## src/rtl/pc_stack_unit_if.sv

```systemverilog
// Control-side bundle for pc_stack_unit. The control unit issues ops through it and
// reads back PC, stack status and error flags.
interface pc_stack_unit_if #(
  parameter int WIDTH       = 8,
  parameter int STACK_DEPTH = 4,
  parameter int OFF_WIDTH   = 8
);
  localparam int DW = $clog2(STACK_DEPTH + 1);

  logic                 EscPC;
  logic [2:0]           op;
  logic [WIDTH-1:0]     target;
  logic [OFF_WIDTH-1:0] offset;
  logic                 clr_err;

  logic [WIDTH-1:0]     pc_out;
  logic [WIDTH-1:0]     tos;
  logic [DW-1:0]        depth;
  logic                 stack_full;
  logic                 stack_empty;
  logic                 ovf_err;
  logic                 unf_err;
  logic                 op_err;

  modport master (
    output EscPC, op, target, offset, clr_err,
    input  pc_out, tos, depth, stack_full, stack_empty, ovf_err, unf_err, op_err
  );

  modport slave (
    input  EscPC, op, target, offset, clr_err,
    output pc_out, tos, depth, stack_full, stack_empty, ovf_err, unf_err, op_err
  );
endinterface

```

## src/rtl/pc_stack_unit.sv

```systemverilog
// Program counter with a return-address stack: increment, relative branch, jump,
// call and return, with sticky overflow/underflow/reserved-op error flags.
module pc_stack_unit #(
  parameter int               WIDTH        = 8,
  parameter int               STACK_DEPTH  = 4,
  parameter int               OFF_WIDTH    = 8,
  parameter logic [WIDTH-1:0] RESET_VECTOR = '0
) (
  input  logic              clk,
  input  logic              reset,
  pc_stack_unit_if.slave    bus
);
  localparam int DW = $clog2(STACK_DEPTH + 1);

  typedef enum logic [2:0] {
    OP_INC    = 3'd0,
    OP_BRANCH = 3'd1,
    OP_JUMP   = 3'd2,
    OP_CALL   = 3'd3,
    OP_RET    = 3'd4
  } op_e;

  logic [WIDTH-1:0] pc_q, pc_d;
  logic [WIDTH-1:0] stack_q [STACK_DEPTH];
  logic [WIDTH-1:0] stack_d [STACK_DEPTH];
  logic [DW-1:0]    depth_q, depth_d;
  logic             ovf_q, ovf_d;
  logic             unf_q, unf_d;
  logic             operr_q, operr_d;
  logic             full, empty;
  logic [WIDTH-1:0] pc_inc;

  function automatic logic [WIDTH-1:0] sext_off(input logic signed [OFF_WIDTH-1:0] off);
    return WIDTH'(off);
  endfunction

  assign full   = (depth_q == DW'(STACK_DEPTH));
  assign empty  = (depth_q == '0);
  assign pc_inc = pc_q + WIDTH'(1);

  // Stack is kept as a shift register with the top at index 0; pops shift zeros in
  // from the bottom, so entry 0 already reads 0 whenever the stack is empty.
  always_comb begin
    pc_d    = pc_q;
    stack_d = stack_q;
    depth_d = depth_q;
    ovf_d   = bus.clr_err ? 1'b0 : ovf_q;
    unf_d   = bus.clr_err ? 1'b0 : unf_q;
    operr_d = bus.clr_err ? 1'b0 : operr_q;

    if (bus.EscPC) begin
      case (bus.op)
        OP_INC:    pc_d = pc_inc;
        OP_BRANCH: pc_d = pc_q + sext_off(bus.offset);
        OP_JUMP:   pc_d = bus.target;
        OP_CALL: begin
          pc_d = bus.target;
          if (full) begin
            ovf_d = 1'b1;
          end else begin
            stack_d[0] = pc_inc;
            for (int i = 1; i < STACK_DEPTH; i++) stack_d[i] = stack_q[i-1];
            depth_d = depth_q + DW'(1);
          end
        end
        OP_RET: begin
          if (empty) begin
            unf_d = 1'b1;
          end else begin
            pc_d = stack_q[0];
            for (int i = 0; i < STACK_DEPTH - 1; i++) stack_d[i] = stack_q[i+1];
            stack_d[STACK_DEPTH-1] = '0;
            depth_d = depth_q - DW'(1);
          end
        end
        default:   operr_d = 1'b1;
      endcase
    end
  end

  always_ff @(posedge clk) begin
    if (reset) begin
      pc_q    <= RESET_VECTOR;
      depth_q <= '0;
      ovf_q   <= 1'b0;
      unf_q   <= 1'b0;
      operr_q <= 1'b0;
      for (int i = 0; i < STACK_DEPTH; i++) stack_q[i] <= '0;
    end else begin
      pc_q    <= pc_d;
      depth_q <= depth_d;
      ovf_q   <= ovf_d;
      unf_q   <= unf_d;
      operr_q <= operr_d;
      stack_q <= stack_d;
    end
  end

  assign bus.pc_out      = pc_q;
  assign bus.tos         = stack_q[0];
  assign bus.depth       = depth_q;
  assign bus.stack_full  = full;
  assign bus.stack_empty = empty;
  assign bus.ovf_err     = ovf_q;
  assign bus.unf_err     = unf_q;
  assign bus.op_err      = operr_q;
endmodule

```

## src/flat_wrapper.sv

```systemverilog
// flat-port wrapper written by rule: the top's interface ports become plain ports
module pc_stack_unit_flat 
#(
  parameter int               WIDTH        = 8,
  parameter int               STACK_DEPTH  = 4,
  parameter int               OFF_WIDTH    = 8,
  parameter logic [WIDTH-1:0] RESET_VECTOR = '0
)
  (clk, reset, bus_EscPC, bus_op, bus_target, bus_offset, bus_clr_err, bus_pc_out, bus_tos, bus_depth, bus_stack_full, bus_stack_empty, bus_ovf_err, bus_unf_err, bus_op_err);
  pc_stack_unit_if #(.WIDTH(WIDTH), .STACK_DEPTH(STACK_DEPTH), .OFF_WIDTH(OFF_WIDTH)) bus_i ();
  input  logic clk;
  input  logic reset;
  input wire logic [$bits(bus_i.EscPC)-1:0] bus_EscPC;
  input wire logic [$bits(bus_i.op)-1:0] bus_op;
  input wire logic [$bits(bus_i.target)-1:0] bus_target;
  input wire logic [$bits(bus_i.offset)-1:0] bus_offset;
  input wire logic [$bits(bus_i.clr_err)-1:0] bus_clr_err;
  output wire logic [$bits(bus_i.pc_out)-1:0] bus_pc_out;
  output wire logic [$bits(bus_i.tos)-1:0] bus_tos;
  output wire logic [$bits(bus_i.depth)-1:0] bus_depth;
  output wire logic [$bits(bus_i.stack_full)-1:0] bus_stack_full;
  output wire logic [$bits(bus_i.stack_empty)-1:0] bus_stack_empty;
  output wire logic [$bits(bus_i.ovf_err)-1:0] bus_ovf_err;
  output wire logic [$bits(bus_i.unf_err)-1:0] bus_unf_err;
  output wire logic [$bits(bus_i.op_err)-1:0] bus_op_err;
  assign bus_i.EscPC = bus_EscPC;
  assign bus_i.op = bus_op;
  assign bus_i.target = bus_target;
  assign bus_i.offset = bus_offset;
  assign bus_i.clr_err = bus_clr_err;
  assign bus_pc_out = bus_i.pc_out;
  assign bus_tos = bus_i.tos;
  assign bus_depth = bus_i.depth;
  assign bus_stack_full = bus_i.stack_full;
  assign bus_stack_empty = bus_i.stack_empty;
  assign bus_ovf_err = bus_i.ovf_err;
  assign bus_unf_err = bus_i.unf_err;
  assign bus_op_err = bus_i.op_err;
  pc_stack_unit #(.WIDTH(WIDTH), .STACK_DEPTH(STACK_DEPTH), .OFF_WIDTH(OFF_WIDTH), .RESET_VECTOR(RESET_VECTOR)) u_core (.clk(clk), .reset(reset), .bus(bus_i));
endmodule
```

## config.mk

```make
export PLATFORM = sky130hd
export DESIGN_NAME = pc_stack_unit_flat
export DESIGN_NICKNAME = d
export VERILOG_FILES = /design/src/rtl/pc_stack_unit_if.sv /design/src/rtl/pc_stack_unit.sv /design/src/flat_wrapper.sv
export SDC_FILE = /design/constraint.sdc
export NUM_CORES = 1
export LEC_CHECK = 0
export CAP_MARGIN = 10
export CORE_ASPECT_RATIO = 0.7
export CORE_MARGIN = 2
export CORE_UTILIZATION = 25
export DETAILED_ROUTE_END_ITERATION = 8
export PLACE_DENSITY = 0.45
export SLEW_MARGIN = 20
export SYNTH_ARGS = -nofsm -noshare
export SYNTH_HDL_FRONTEND = slang
export SYNTH_SLANG_ARGS = --single-unit
```

## constraint.sdc

```tcl
create_clock -name clk -period 5.66 [get_ports clk]
set_input_delay 1.415 -clock clk [delete_from_list [all_inputs] [get_ports clk]]
set_output_delay 1.415 -clock clk [all_outputs]
set_load 0.05 [all_outputs]
```

== After elaboration in Yosys (flattened, before gate mapping) ==
Cells that the tools add are included.
W data, S select, Z words.

* Register bits: 46
* Bits of input ports: 23

* Reductions and logical operators: 8
* Add/subtract/negate cells: 4
* Equal/unequal tests: 7
* Mux-type cells: 19

{| class="wikitable"
|+ Operators with widths
! kind !! number
|-
| $mux W32 || 2
|-
| $pmux W32 S2 || 1
|-
| $pmux W8 S4 || 1
|-
| $mux W1 || 11
|-
| $add A8 B1 Y8 const B || 1
|-
| $add A8 B8 Y8 || 1
|-
| $mux W8 || 1
|-
| $eq A3 B2 Y1 const B || 2
|-
| $eq A3 B3 Y1 const B || 2
|-
| $logic_not A3 Y1 || 2
|-
| $mux W3 || 2
|-
| $pmux W3 S2 || 1
|-
| $reduce_or A5 Y1 || 1
|-
| $ne A2 B2 Y1 const B || 2
|-
| $reduce_and A4 Y1 || 1
|-
| $reduce_bool A4 Y1 || 1
|-
| $add A3 B1 Y3 const B || 1
|-
| $eq A3 B1 Y1 const B || 1
|-
| $reduce_and A3 Y1 || 1
|-
| $sub A3 B1 Y3 const B || 1
|-
| $reduce_bool A2 Y1 || 1
|-
| $reduce_or A2 Y1 || 1
|}

== Longest topological paths before layout ==
Gate-level depths: netlist of the first run.

* Word-level depth: 4
* Gate-level depth with buffers: 8
* Depth with buffers taken out: 8

== Worst setup path after synthesis of the first run ==
Ideal clock, no wire load.

* Kind: flip-flop to output port
* Start: register u_core.depth_q[2] (netlist: u_core.bus.depth[2])
* End: output port bus_stack_full
* Buffers on the path: 0
* Path slack: 2.225 ns
* Cell stages (with the launch flop): 2
* Arrival time: 2.020 ns
* Data required time: 4.245 ns
* Cell sequence: dfxtp_1 -> nor3b_1

* Cells in the longest elaborated chain, start to end: 1

{| class="wikitable"
|+ RTL lines
! what !! RTL line !! RTL
|-
| start: declaration || pc_stack_unit.sv:26 || <nowiki>logic [DW-1:0] depth_q, depth_d;</nowiki>
|-
| start signal: assignment || pc_stack_unit.sv:91 || <nowiki>depth_q <= depth_d;</nowiki>
|-
| $eq A3 B3 Y1 || pc_stack_unit.sv:37 || <nowiki>assign full = (depth_q == DW'(STACK_DEPTH));</nowiki>
|-
| end: declaration || flat_wrapper.sv:21 || <nowiki>output wire logic [$bits(bus_i.stack_full)-1:0] bus_stack_full;</nowiki>
|}

Every way passes these cells.

== Worst setup path after layout of the first run ==
* Start: input port bus_op[0]
* End: register u_core.stack_q[13] in the netlist's numbering

* Cells in the longest elaborated chain, start to end: 3

{| class="wikitable"
|+ RTL lines
! what !! RTL line !! RTL
|-
| start: declaration || flat_wrapper.sv:14 || <nowiki>input wire logic [$bits(bus_i.op)-1:0] bus_op;</nowiki>
|-
| $eq A3 B3 Y1 / $eq A3 B2 Y1 (equally long branches) || pc_stack_unit.sv:52 || <nowiki>case (bus.op)</nowiki>
|-
| $ne A2 B2 Y1 (no line) / $reduce_bool A2 Y1 (equally long branches) || n/a ||
|-
| $reduce_and A4 Y1 (no line) || n/a ||
|-
| end signal: assignment || pc_stack_unit.sv:95 || <nowiki>stack_q <= stack_d;</nowiki>
|-
| end: declaration || pc_stack_unit.sv:24 || <nowiki>logic [WIDTH-1:0] stack_q [STACK_DEPTH];</nowiki>
|}

Several ways; a longest one is shown, not always the timed one.
A chain may end at the register's enable or synchronous reset.

==> results of run 1 <==
-- cells in the final DEF (no fill, tap or decap), drive strengths merged, types with 5 or more instances in the layout --
| cell | synthesis | final |
|---|---|---|
| clkdlybuf4s50 | 0 | 46 |
| nand2b | 6 | 6 |
| nand3 | 36 | 36 |
| o21ai | 15 | 15 |
| a211oi | 7 | 7 |
| nor2b | 5 | 5 |
| a311oi | 20 | 20 |
| a21oi | 30 | 30 |
| nand4 | 5 | 5 |
| o211ai | 6 | 6 |
| nand2 | 48 | 48 |
| nor2 | 29 | 29 |
| ha | 8 | 8 |
| dfxtp | 46 | 46 |
| buf | 21 | 5 |
| xor2 | 5 | 5 |
| clkbuf | 13 | 6 |
| inv | 11 | 11 |
-- final timing paths --
kind              slack, ps                    to            startpoint
setup / recovery       2080    u_core.stack_q[13]             bus_op[0]
hold / removal          460     u_core.stack_q[7]     u_core.stack_q[7]
setup reg to reg       3300  u_core.bus.pc_out[6]  u_core.bus.pc_out[0]
hold reg to reg         460     u_core.stack_q[7]     u_core.stack_q[7]
-- flip-flops by register name, indices dropped and copies added (netlist names) --
signal              flops
u_core.bus.depth        3
u_core.bus.op_err       1
u_core.bus.ovf_err      1
u_core.bus.pc_out       8
u_core.bus.tos          8
u_core.bus.unf_err      1
u_core.stack_q         24
-- kinds of logic after synthesis --
kind of cell	synth area share, %
multiplexers	1.483
XOR/XNOR	2.831
adder cells (fa/ha/maj)	5.034
AND/OR/NAND/NOR	23.96
flip-flops	33.08
buffers and inverters	9.033
AO/OA/AOI/OAI	24.58
-- per-layer routing --
| metal | global-route usage [%] | vias up | wire length, um |
|---|---|---|---|
| li1 | - | 1316 | - |
| met1 | 22.66 | 1255 | 4410 |
| met2 | 19.59 | 75 | 3171 |
| met3 | 3.062 | 5 | 623 |
| met4 | 3.136 | 0 | 55 |
| met5 | 0 | - | 0 |
-- cells in the mapped netlist (2+ instances only) --
cell type	instances	share of area, %
inv_1	11	1.5
a311oi_1	20	6.3
xnor2_1	4	1.3
ha_1	8	3.6
buf_2	6	1.1
buf_4	9	2.4
or3_1	4	0.90
nand2_1	48	6.5
nand4_1	5	1.1
a21oi_1	30	5.4
o21ai_0	13	2.3
fa_1	2	1.4
a211o_1	4	1.3
o211ai_1	6	1.6
o22ai_1	2	0.45
mux2i_1	3	1.1
buf_6	4	1.6
xor2_1	5	1.6
a211oi_1	7	1.9
clkbuf_1	13	1.8
nand3_1	36	6.5
nand2b_1	6	1.3
dfxtp_1	46	33
o22a_1	2	0.63
o21a_1	2	0.54
nor2b_1	5	1.1
a21boi_0	2	0.54
and3_1	2	0.45
nor2_1	28	3.8
-- worst reg2reg max path: cells and delay by family (launching register included) --
kind | cells | cell delay [ps]
buffers and inverters | 1 | 70
AND/OR/NAND/NOR | 1 | 210
adder cells (fa/ha/maj) | 2 | 660
AO/OA/AOI/OAI | 4 | 800
flip-flops | 1 | 570
-- power by group through the flow --
stage               sequential (uW)  clock [uW]  combinational, uW
finish                          350         340                160
global route                    352         367                176
CTS                             350         350                161
detailed placement              358           0                160
global placement                357           0                159
floorplan                       370           0               94.8
-- per-stage QoR --
step / setup slack, ps / cells
after floorplan: 2225 / 354
after global placement: 1868 / 524
after detailed placement: 1755 / 524
after CTS: 2073 / 532
after global routing: 1806 / 532
final: 2076 / 532
-- cell type report --
class | instances | share of cell area, %
clock buffer | 6 | 3.758
clock inverter | 2 | 1.094
inverter | 11 | 1.204
multi-input combinational | 263 | 46.99
sequential | 46 | 26.85
tap | 153 | 5.582
timing repair buffer | 51 | 14.52
==> flow_summary.ini, run 1 <==
[synthesis]
synthArstFlopShare_pct = 0
synth.ff_latch_count = 46
syn-num-nets = 387
ys_types = 50
ys_warn_count = 0
syn_area_per_cell_um2 = 7.864
synth_edf_count = 0
ys.flop_type = dfxtp_1
synthCells = 354
yosysSeqAreaShare_pct = 33.08
netlist_area_um2 = 2784

[clocking]
cts.sinks = 46
cts_resized = 0
clkTransAtPathRegs_ps = 60
clkLatencyLatePin_ps = 290
postCtsSetupRepairBufs = 0
cts_hold_buf = 0
clockRootBuffer = clkbuf_16
clock_path_buffers = 2
cts-buffers-inserted = 5
cts_tree = done
htree_levels = 2

[grt]
grt_usage_pct = 14.36
grt_start_max_net_pins = 51
grt_pass1_wl_mm = 13.39
grt_overflow = 0
grt_pass1_vias = 2570
grt_antenna_before_repair = 0

[setup_path]
slowest_stage = clkdlybuf4s50_1
cp.depth = 7
required_ps = 5850
path_delay_family = buffers and inverters
slowest_delay_ps = 600
crit_fanout = 50
startpoint_type = input port
path_cells = clkdlybuf4s50_1 > nor2_2 > buf_4 > and3_4 > o21a_4 > nor2_1 > a311oi_1
critPathKind = input port to flop
critical_path_arrival_ps = 3780
r2r_cells = 8
crit_buf_inv = 2
worstSetupEndpointType = flop

[sta]
whs_ps = 455.9
worst_pin_slew_ps = 623.0
setup_tns_ps = 0
rsz0062_at_grt = no
post-route-min-period_ps = 3584
finalMaxSlewViolations = 0
final_hold_viol_count = 0
skew_ps = 2.853
fin_crit_sh_pct = 63.32
setup_viol = 0
maxSlewHeadroom_pct = 58.31
max_freq_mhz = 279.0

[pwr]
p_int_uw = 606.5
p_total_uw = 850.4
p_per_area_nw_per_um2 = 248.0
pwr-share-comb_pct = 18.8
p_leak_uw = 0.001111
ir_worst_vdd_uv = 121.0
clock_power_share_pct = 40.0
sw_frac_of_total_pct = 28.68
p_sw_uw = 243.8
seqPwrFrac_pct = 41.2

[cells_and_area]
fin_util_pct = 31.38
drive_above_1_share_pct = 5.277
area_delta_synth_final_pct = 23.19
register_area_um2 = 920.9
multi_input_area_um2 = 1612
antennaDiodeCount = 0
final_nets = 411
fillers = 1165
final_area_um2 = 3430

[die]
io_pins = 47
core_area_um2 = 10930
initial_utilization_pct = 25.47
die-area_um2 = 12010
die_w_um = 130.1
die_h_um = 92.29
rows = 32

[drt]
vias = 2651
viasPerCell = 4.983
drtPass1Iterations = 4
drt-total-wl_mm = 8.261
drt_iter0_drc = 106
post_drt_wl_per_cell_um = 15.53
ant_nets = 0
drt_drc_violations_left = 0

[job]
maxCapViolations = 0

[run_status]
status = complete, no violations

[place]
dpl_cell_area_um2 = 3263
dp_hpwl_mm = 5.757
gp_congestion = 0.8178
io_buffers = 46

[min_path]
holdPathStages = 2
hp-class = flop to flop
Note: power is estimated with default switching activity, not from simulation.
==> run 2: changes to the inputs <==
- PLACE_DENSITY: 0.45 -> 0.46
- clock period: 5.66 -> 2.9 ns (I/O delays scaled with it)
==> run 2 against run 1 <==
Effect of this change: register-to-register slack lost 2600 ps; sequential share of layout area shrank 0.82 points; power grew 88%; largest cell class unchanged; highest routed layer unchanged; clock power grew 74%; clock skew grew 2.8 ps; sequential cell count is the same; critical endpoint is now bus_stack_empty; die area is the same; sequential power grew 94%.
==> flow_summary.ini, run 2 (synthesized netlist as in run 1, its figures left out) <==
[run_status]
status = complete, no violations

[sta]
worst_slack_ps = 100.2
final_hold_viol_count = 0
fin_crit_sh_pct = 96.55
post-route-min-period_ps = 2800
setup_tns_ps = 0
skew_ps = 5.677
max_freq_mhz = 357.2
finalMaxSlewViolations = 0
worst_pin_slew_ps = 532.4
maxSlewHeadroom_pct = 64.40
setup_viol = 0
rsz0062_at_grt = no

[setup_path]
critPathKind = flop to primary output
cp.depth = 3
critical_path_arrival_ps = 2070
critPathCapture = bus_stack_empty
required_ps = 2170
crit_fanout = 5
slowest_delay_ps = 830
cp-startpoint = u_core.bus.depth[0]
path_cells = or3_1 > inv_1 > clkdlybuf4s50_1
crit_buf_inv = 2
worstSetupEndpointType = primary output
r2r_slack_ps = 720
crit-reg2reg-launch = u_core.bus.pc_out[0]
r2r_cells = 9
slowest_stage = clkdlybuf4s50_1
rr_endpoint = u_core.bus.pc_out[6]
startpoint_type = flop
path_delay_family = buffers and inverters

[clocking]
clkLatencyLatePin_ps = 290
cts_hold_buf = 0
cts_resized = 0
htree_levels = 2
cts-buffers-inserted = 5
postCtsSetupRepairBufs = 0
clkTransAtPathRegs_ps = 60
clockRootBuffer = clkbuf_16
cts.sinks = 46
clock_path_buffers = 2
cts_tree = done

[grt]
grt_pass1_wl_mm = 13.47
grt_pass1_vias = 2663
grt_usage_pct = 14.35
grt_antenna_before_repair = 0
grt_start_max_net_pins = 45
grt_overflow = 0

[die]
initial_utilization_pct = 25.47
io_pins = 47
die_h_um = 92.29
die_w_um = 130.1
rows = 32
core_area_um2 = 10930
die-area_um2 = 12010

[drt]
drt_drc_violations_left = 0
drtPass1Iterations = 5
vias = 2708
drt-total-wl_mm = 8.205
ant_nets = 0
drt_iter0_drc = 181
post_drt_wl_per_cell_um = 15.03
viasPerCell = 4.960

[place]
io_buffers = 46
gp_congestion = 0.8533
dpl_cell_area_um2 = 3386
dp_hpwl_mm = 5.950
pre_cts_ws_ps = 90.36

[min_path]
hp-class = flop to flop
holdPathStages = 2

[pwr]
p_leak_uw = 0.001182
ir_worst_vdd_uv = 227.3
p_per_area_nw_per_um2 = 452.8

[cells_and_area]
final_area_um2 = 3537
area_delta_synth_final_pct = 27.06
drive_above_1_share_pct = 9.160
layout_common_cells = nand2_1, clkdlybuf4s50_1, dfxtp_1
antennaDiodeCount = 0
final_nets = 425
layout_commonest_cell = nand2_1
regMostFlops = u_core.stack_q
largest_reg_flops = 24

[job]
maxCapViolations = 0
==> run 2: cell count changes in the layout (fill, tap and decap cells not counted), sizes merged <==
cell / delta
buf: +14
bufinv: -1
clkinv: +1
==> run 2: worst min-delay path: stages (launching register included) <==
cell     delay [ps]
dfxtp_1         310
nand2_1          50
a21oi_1          50
==> run 2: final cells by class <==
cell class	instances	area, um^2
fillers	1175	7393
multi-input cells	263	1617
flip-flops and latches	46	920.9
repair buffers	65	615.6
well taps	153	191.4
clock buffers	6	138.9
inverters	11	41.29
clock inverters	2	12.51
==> run 2: power breakdown <==
part / internal (uW) / switching, uW
clock network: 342 / 252
logic: 136 / 193
registers: 654 / 25.0
total: 1130 / 470
==> run 2: metrics by stage <==
| stage | utilization, % | total power, uW | hold slack [ps] | std cells |
|---|---|---|---|---|
| after detailed placement | 30.98 | 1023 | 444.0 | 538 |
| after global placement | 30.98 | 1020 | 441.5 | 538 |
| final | 32.36 | 1602 | 454.4 | 546 |
| after global routing | 32.36 | 1689 | 488.0 | 546 |
| after CTS | 32.36 | 1624 | 453.8 | 546 |
| after floorplan | - | 907.2 | 432.1 | 354 |
==> run 2: worst min path at each step <==
stage	from	end	slack, ps
2_1_floorplan	u_core.stack_q[0]	u_core.stack_q[0]	430
3_3_place_gp	u_core.stack_q[2]	u_core.stack_q[2]	440
3_5_place_dp	u_core.stack_q[6]	u_core.stack_q[6]	440
4_1_cts	u_core.stack_q[6]	u_core.stack_q[6]	450
5_1_grt	u_core.stack_q[4]	u_core.stack_q[4]	490
6_report	u_core.stack_q[6]	u_core.stack_q[6]	450
==> run 2: per-layer routing <==
metal,wire (um),vias up,global-route usage (%)
met5,0,-,0
met4,44,0,2.688
met3,506,5,3.351
met2,3334,63,21.29
met1,4320,1296,21.20
li1,-,1344,-
==> run 3: changes to the inputs <==
- GPL_TIMING_DRIVEN: not set -> 0
==> run 3 against run 2 <==
Effect of this change: worst hold slack about the same; clock-buffer cell count down 1; global-route usage grew 2.4 points; power up 6.1%; non-clock buffer count increased by 12; register-to-register slack got worse by 210 ps; sequential power rose by 0.7%; die area stayed put; fmax is 0.30% higher; critical path depth stayed put; critical endpoint unchanged.
==> flow_summary.ini, run 3 (synthesized netlist as in run 1, its figures left out) <==
[grt]
grt_pass1_vias = 2696
grt_usage_pct = 16.74
grt_pass1_wl_mm = 15.21
grt_overflow = 0
grt_antenna_before_repair = 0
grt_start_max_net_pins = 16

[drt]
drt_iter0_drc = 166
drt_drc_violations_left = 0
post_drt_wl_per_cell_um = 17.24
ant_nets = 0
drtPass1Iterations = 4
drt-total-wl_mm = 9.618
viasPerCell = 5.022
vias = 2802

[die]
io_pins = 47
die_h_um = 92.29
rows = 32
core_area_um2 = 10930
die-area_um2 = 12010
initial_utilization_pct = 25.47
die_w_um = 130.1

[clocking]
clkTransAtPathRegs_ps = 70
clockRootBuffer = clkbuf_16
cts-buffers-inserted = 5
cts_tree = done
cts.sinks = 46
cts_hold_buf = 0
htree_levels = 2
clock_path_buffers = 2
clkLatencyLatePin_ps = 290

[sta]
worst_pin_slew_ps = 661.2
fin_crit_sh_pct = 96.26
worst_slack_ps = 108.6
setup_viol = 0
skew_ps = 5.806
post-route-min-period_ps = 2791
rsz0062_at_grt = no
finalMaxSlewViolations = 0
final_hold_viol_count = 0
max_freq_mhz = 358.2
maxSlewHeadroom_pct = 55.92
setup_tns_ps = 0

[place]
io_buffers = 42
dp_hpwl_mm = 7.219
gp_congestion = 0.8256
pre_cts_ws_ps = -653.6
dp_cells = 549

[cells_and_area]
layout_common_cells = nand2_1, dfxtp_1, clkdlybuf4s50_1
final_nets = 437
antennaDiodeCount = 0
regMostFlops = u_core.stack_q
layoutNonFillerInstCount = 558
fin_util_pct = 32.84
largest_reg_flops = 24
area_delta_synth_final_pct = 28.94
register_area_um2 = 920.9
fillers = 1194
drive_above_1_share_pct = 9.877
multi_input_area_um2 = 1624
layout_commonest_cell = nand2_1

[pwr]
clock_power_share_pct = 40.1
pwr-share-comb_pct = 19.7
p_int_uw = 1191
p_sw_uw = 509.1
p_total_uw = 1700
sw_frac_of_total_pct = 29.95
p_leak_uw = 0.001216
p_per_area_nw_per_um2 = 473.5
ir_worst_vdd_uv = 302.2
seqPwrFrac_pct = 40.2

[job]
maxCapViolations = 0

[setup_path]
critPathKind = flop to primary output
startpoint_type = flop
required_ps = 2170
critical_path_arrival_ps = 2070
worstSetupEndpointType = primary output
crit_fanout = 5

[run_status]
status = complete, no violations

[min_path]
hp-class = flop to flop
==> run 3: changes by cell type in the layout (fill, tap and decap cells not counted), moves of 4 or more <==
| cell | before | now |
|---|---|---|
| buf_4 | 18 | 10 |
| buf_6 | 0 | 4 |
| clkdlybuf4s50_1 | 46 | 41 |
| buf_2 | 0 | 6 |
| clkbuf_1 | 0 | 12 |
==> run 3: per-stage QoR <==
stage	area [um^2]	hold WS, ps
2_1_floorplan	2789	432.1
3_3_place_gp	3401	445.6
3_5_place_dp	3401	447.6
4_1_cts	3587	457.6
5_1_grt	3590	489.5
6_report	3590	454.5
==> run 3: area by class of cell <==
type / instances / area share, %
repair buffers: 43 / 11.99
plain buffers: 34 / 5.891
flip-flops and latches: 46 / 25.65
inverters: 11 / 1.150
well taps: 153 / 5.333
clock inverters: 3 / 1.255
multi-input cells: 263 / 45.24
clock buffers: 5 / 3.486
==> run 3: power groups by stage <==
stage               logic [uW]  clock network [uW]  registers (uW)
finish                     334                 682             684
detailed placement         330                   0             698
global placement           328                   0             698
floorplan                  185                   0             722
global route               366                 724             687
CTS                        335                 690             683
==> run 3: critical path, stage by stage (launching register included) <==
cell and delay (ps):
dfxtp_1 360, or3_1 440, inv_1 140, clkdlybuf4s50_1 820
==> run 3: final timing paths <==
check	startpoint	end	slack, ps	cells past startpoint
hold reg to reg	u_core.stack_q[3]	u_core.stack_q[3]	450	2
setup / recovery	u_core.bus.depth[0]	bus_stack_empty	110	3
setup reg to reg	u_core.bus.pc_out[0]	u_core.bus.pc_out[6]	510	8
hold / removal	u_core.stack_q[3]	u_core.stack_q[3]	450	2
==> run 3: metal layers <==
metal	track usage, %	wire [um]	part of all wire [%]	vias to the layer above
met5	0	0	0	-
met4	3.943	115	1.2	0
met3	4.333	849	8.8	14
met2	22.03	3693	38	92
met1	26.45	4960	52	1329
li1	-	-	-	1367
==> run 3: what timing repair did <==
| action | in CTS | in global routing |
|---|---|---|
| gates cloned | 0 | 0 |
| endpoints found under the setup margin | 2 | 1 |
| pin swaps | 1 | 0 |
| resized for setup | 3 | 1 |
| setup buffers | 1 | 0 |
==> RTL change (flow settings as in run 2) <==
`WIDTH` is set to 8 in 3 places; all go to 10.
--- a/src/rtl/pc_stack_unit_if.sv
+++ b/src/rtl/pc_stack_unit_if.sv
@@ -2,5 +2,5 @@
 // reads back PC, stack status and error flags.
 interface pc_stack_unit_if #(
-  parameter int WIDTH       = 8,
+  parameter int WIDTH       = 10,
   parameter int STACK_DEPTH = 4,
   parameter int OFF_WIDTH   = 8
--- a/src/rtl/pc_stack_unit.sv
+++ b/src/rtl/pc_stack_unit.sv
@@ -2,5 +2,5 @@
 // call and return, with sticky overflow/underflow/reserved-op error flags.
 module pc_stack_unit #(
-  parameter int               WIDTH        = 8,
+  parameter int               WIDTH        = 10,
   parameter int               STACK_DEPTH  = 4,
   parameter int               OFF_WIDTH    = 8,
--- a/src/flat_wrapper.sv
+++ b/src/flat_wrapper.sv
@@ -2,5 +2,5 @@
 module pc_stack_unit_flat 
 #(
-  parameter int               WIDTH        = 8,
+  parameter int               WIDTH        = 10,
   parameter int               STACK_DEPTH  = 4,
   parameter int               OFF_WIDTH    = 8,
Interface: changed (resized bus_pc_out, bus_target and bus_tos); port bits go from 47 to 53. No check against the original RTL was run, so the function may have changed too.
==> RTL change against run 2 <==
Routed wire length grew 32%. Sequential cell count grew 10. Setup slack gained 0.10 ns. Cell count grew 24%. Total power grew 24%. Sequential power grew 22%. Synthesized area grew 27%. Design area grew 26%. Highest routed layer unchanged.
==> RTL change: results (changes against run 2) <==
The sequential element share of the synthesized area is 31.7% (-1.4 points). The layout buffering overhead excluding clock cells was 17.2% (-0.21 points). Number of fill cells: 1516 (+29%).

The clock-pin slew on the worst setup and hold paths was 0.08 ns (+0.02 ns); the number of input and output port buffers inserted was 52 (+13%). The number of global-route vias before repair came out at 3207 (+20%). Multi-input logic portion of the cell area: 47.4% (+1.7 points).

After synthesis, the most frequently instantiated cells are 75 x nand2_1, 56 x dfxtp_1, 44 x nor2_1, 35 x a21oi_1, 20 x a311oi_2. The arrival time at the worst endpoint was 2.90 ns (+0.83 ns). The flow ran to the end, and the final reports show no timing, DRC or antenna violations.

The register fraction of the total cell area was 25.1% (-0.94 points); the wire length of the first global-routing pass was 17600 µm (+30%). Adder and majority cell fraction of the synthesized area: 4.66% (-0.37 points). The number of design-rule violations left by the first detailed-router iteration is 212 (+17%).

The buffer count from post-CTS setup fixing is 0 (unchanged). The run gives 10800 µm (+32%) as the aggregate routed wire length. By area the synthesized netlist is led by dfxtp_1 32%, a311oi_2 8.5%, nand2_1 8.0%. The highest cell delay on the worst timing path was 0.51 ns (-0.32 ns). Tracing the worst setup path back leads to its startpoint at bus_op[0].

The beginning of the worst register-to-register path was u_core.bus.pc_out[2]. The flop and latch count out of synthesis is 56 (+22%), and the worst-case vdd ir drop is 0.000220 V (-3.2%). The leakage power is 0.00157 µW (+32%), and the core box area is 13900 µm² (+27%). Share of layout cells above drive strength 1: 14.6% (+5.4 points). The length of routed wiring on met1 was 5930 µm (+37%); the standard cell area after detailed placement was 4300 µm² (+27%). Measured slew at the worst slew-check pin: 0.523 ns (-0.00948 ns). On the critical path the largest part of the delay comes from compound AO/OA/AOI/OAI gates. The post-synthesis compound-gate area fraction was 27.0% (+2.4 points); the setup slack on the worst flop-to-flop path was 0.59 ns (-0.13 ns). The number of non-clock buffers is 84 (+29%), and the length of routed met3 wiring is 694 µm (+37%). The number of nets in the finished design was 523 (+23%). The portion of netlist area occupied by mux cells is 1.13% (-0.35 points). The synthesized netlist net count is 473 (+22%), and the biggest fanout along the worst timing path is 8 (+3). The tools report the end of the critical path as u_core.bus.pc_out[6].

The xor/xnor share of the synthesized area is 3.71% (+0.88 points). The global placer's final weighted congestion was 0.852 (-0.19%); the worst clock skew was 0.00665 ns (+0.000971 ns). The depth of the worst register-to-register path was 6 (-3). The tools report the count of clock buffers in the final design as 5 (-1). Post-DP HPWL: 7990 µm (+34%). The via density per instance is 4.96 (about the same), and the unique cell type count in the Yosys netlist is 56 (+12%).
==> RTL change: cell types whose count changed in the layout (fill, tap and decap cells not counted), moves of 13 or more <==
cell      before  now
nand2_1       48   75
nor2_1        28   44
a311oi_1      20    2
buf_4         18   31
nand3_1       36   19
a311oi_2       0   20
==> RTL change: layer usage <==
layer  vias up  track usage, %
li1       1646               -
met1      1615            22.9
met2        91            19.6
met3         5            3.52
met4         0            2.29
met5         -               0
==> RTL change: worst min-delay path by stage <==
stage                        endpoint         startpoint  slack [ns]  cells after the start
floorplan           u_core.stack_q[0]  u_core.stack_q[0]        0.43                      2
global placement    u_core.stack_q[3]  u_core.stack_q[3]        0.44                      2
detailed placement  u_core.stack_q[8]  u_core.stack_q[8]        0.45                      2
CTS                 u_core.stack_q[8]  u_core.stack_q[8]        0.46                      2
global route        u_core.stack_q[9]  u_core.stack_q[9]        0.47                      2
finish              u_core.stack_q[8]  u_core.stack_q[8]        0.45                      2
==> RTL change: worst register-to-register path: stages, from the launching register on <==
cell and delay (ns):
dfxtp_1 0.51, ha_1 0.30, and3_1 0.15, a2111o_1 0.49
a221oi_1 0.38, mux2i_1 0.24, o211ai_1 0.12
==> RTL change: metrics by stage <==
| step | utilization (%) | instances | setup TNS (ns) | setup slack (ns) |
|---|---|---|---|---|
| 6_report | 32.2 | 677 | 0 | 0.202 |
| 5_1_grt | 32.2 | 677 | 0 | 0.0840 |
| 4_1_cts | 32.2 | 677 | 0 | 0.145 |
| 3_5_place_dp | 31.0 | 669 | -0.346 | -0.148 |
| 3_3_place_gp | 31.0 | 669 | -0.287 | -0.142 |
| 2_1_floorplan | - | 436 | 0 | 0.337 |
==> RTL change: power by group <==
group          internal (µW)  switching, µW  total (µW)
combinational            185            262         447
clock                    407            302         709
sequential               796           34.0         830
total                   1390            598        1990
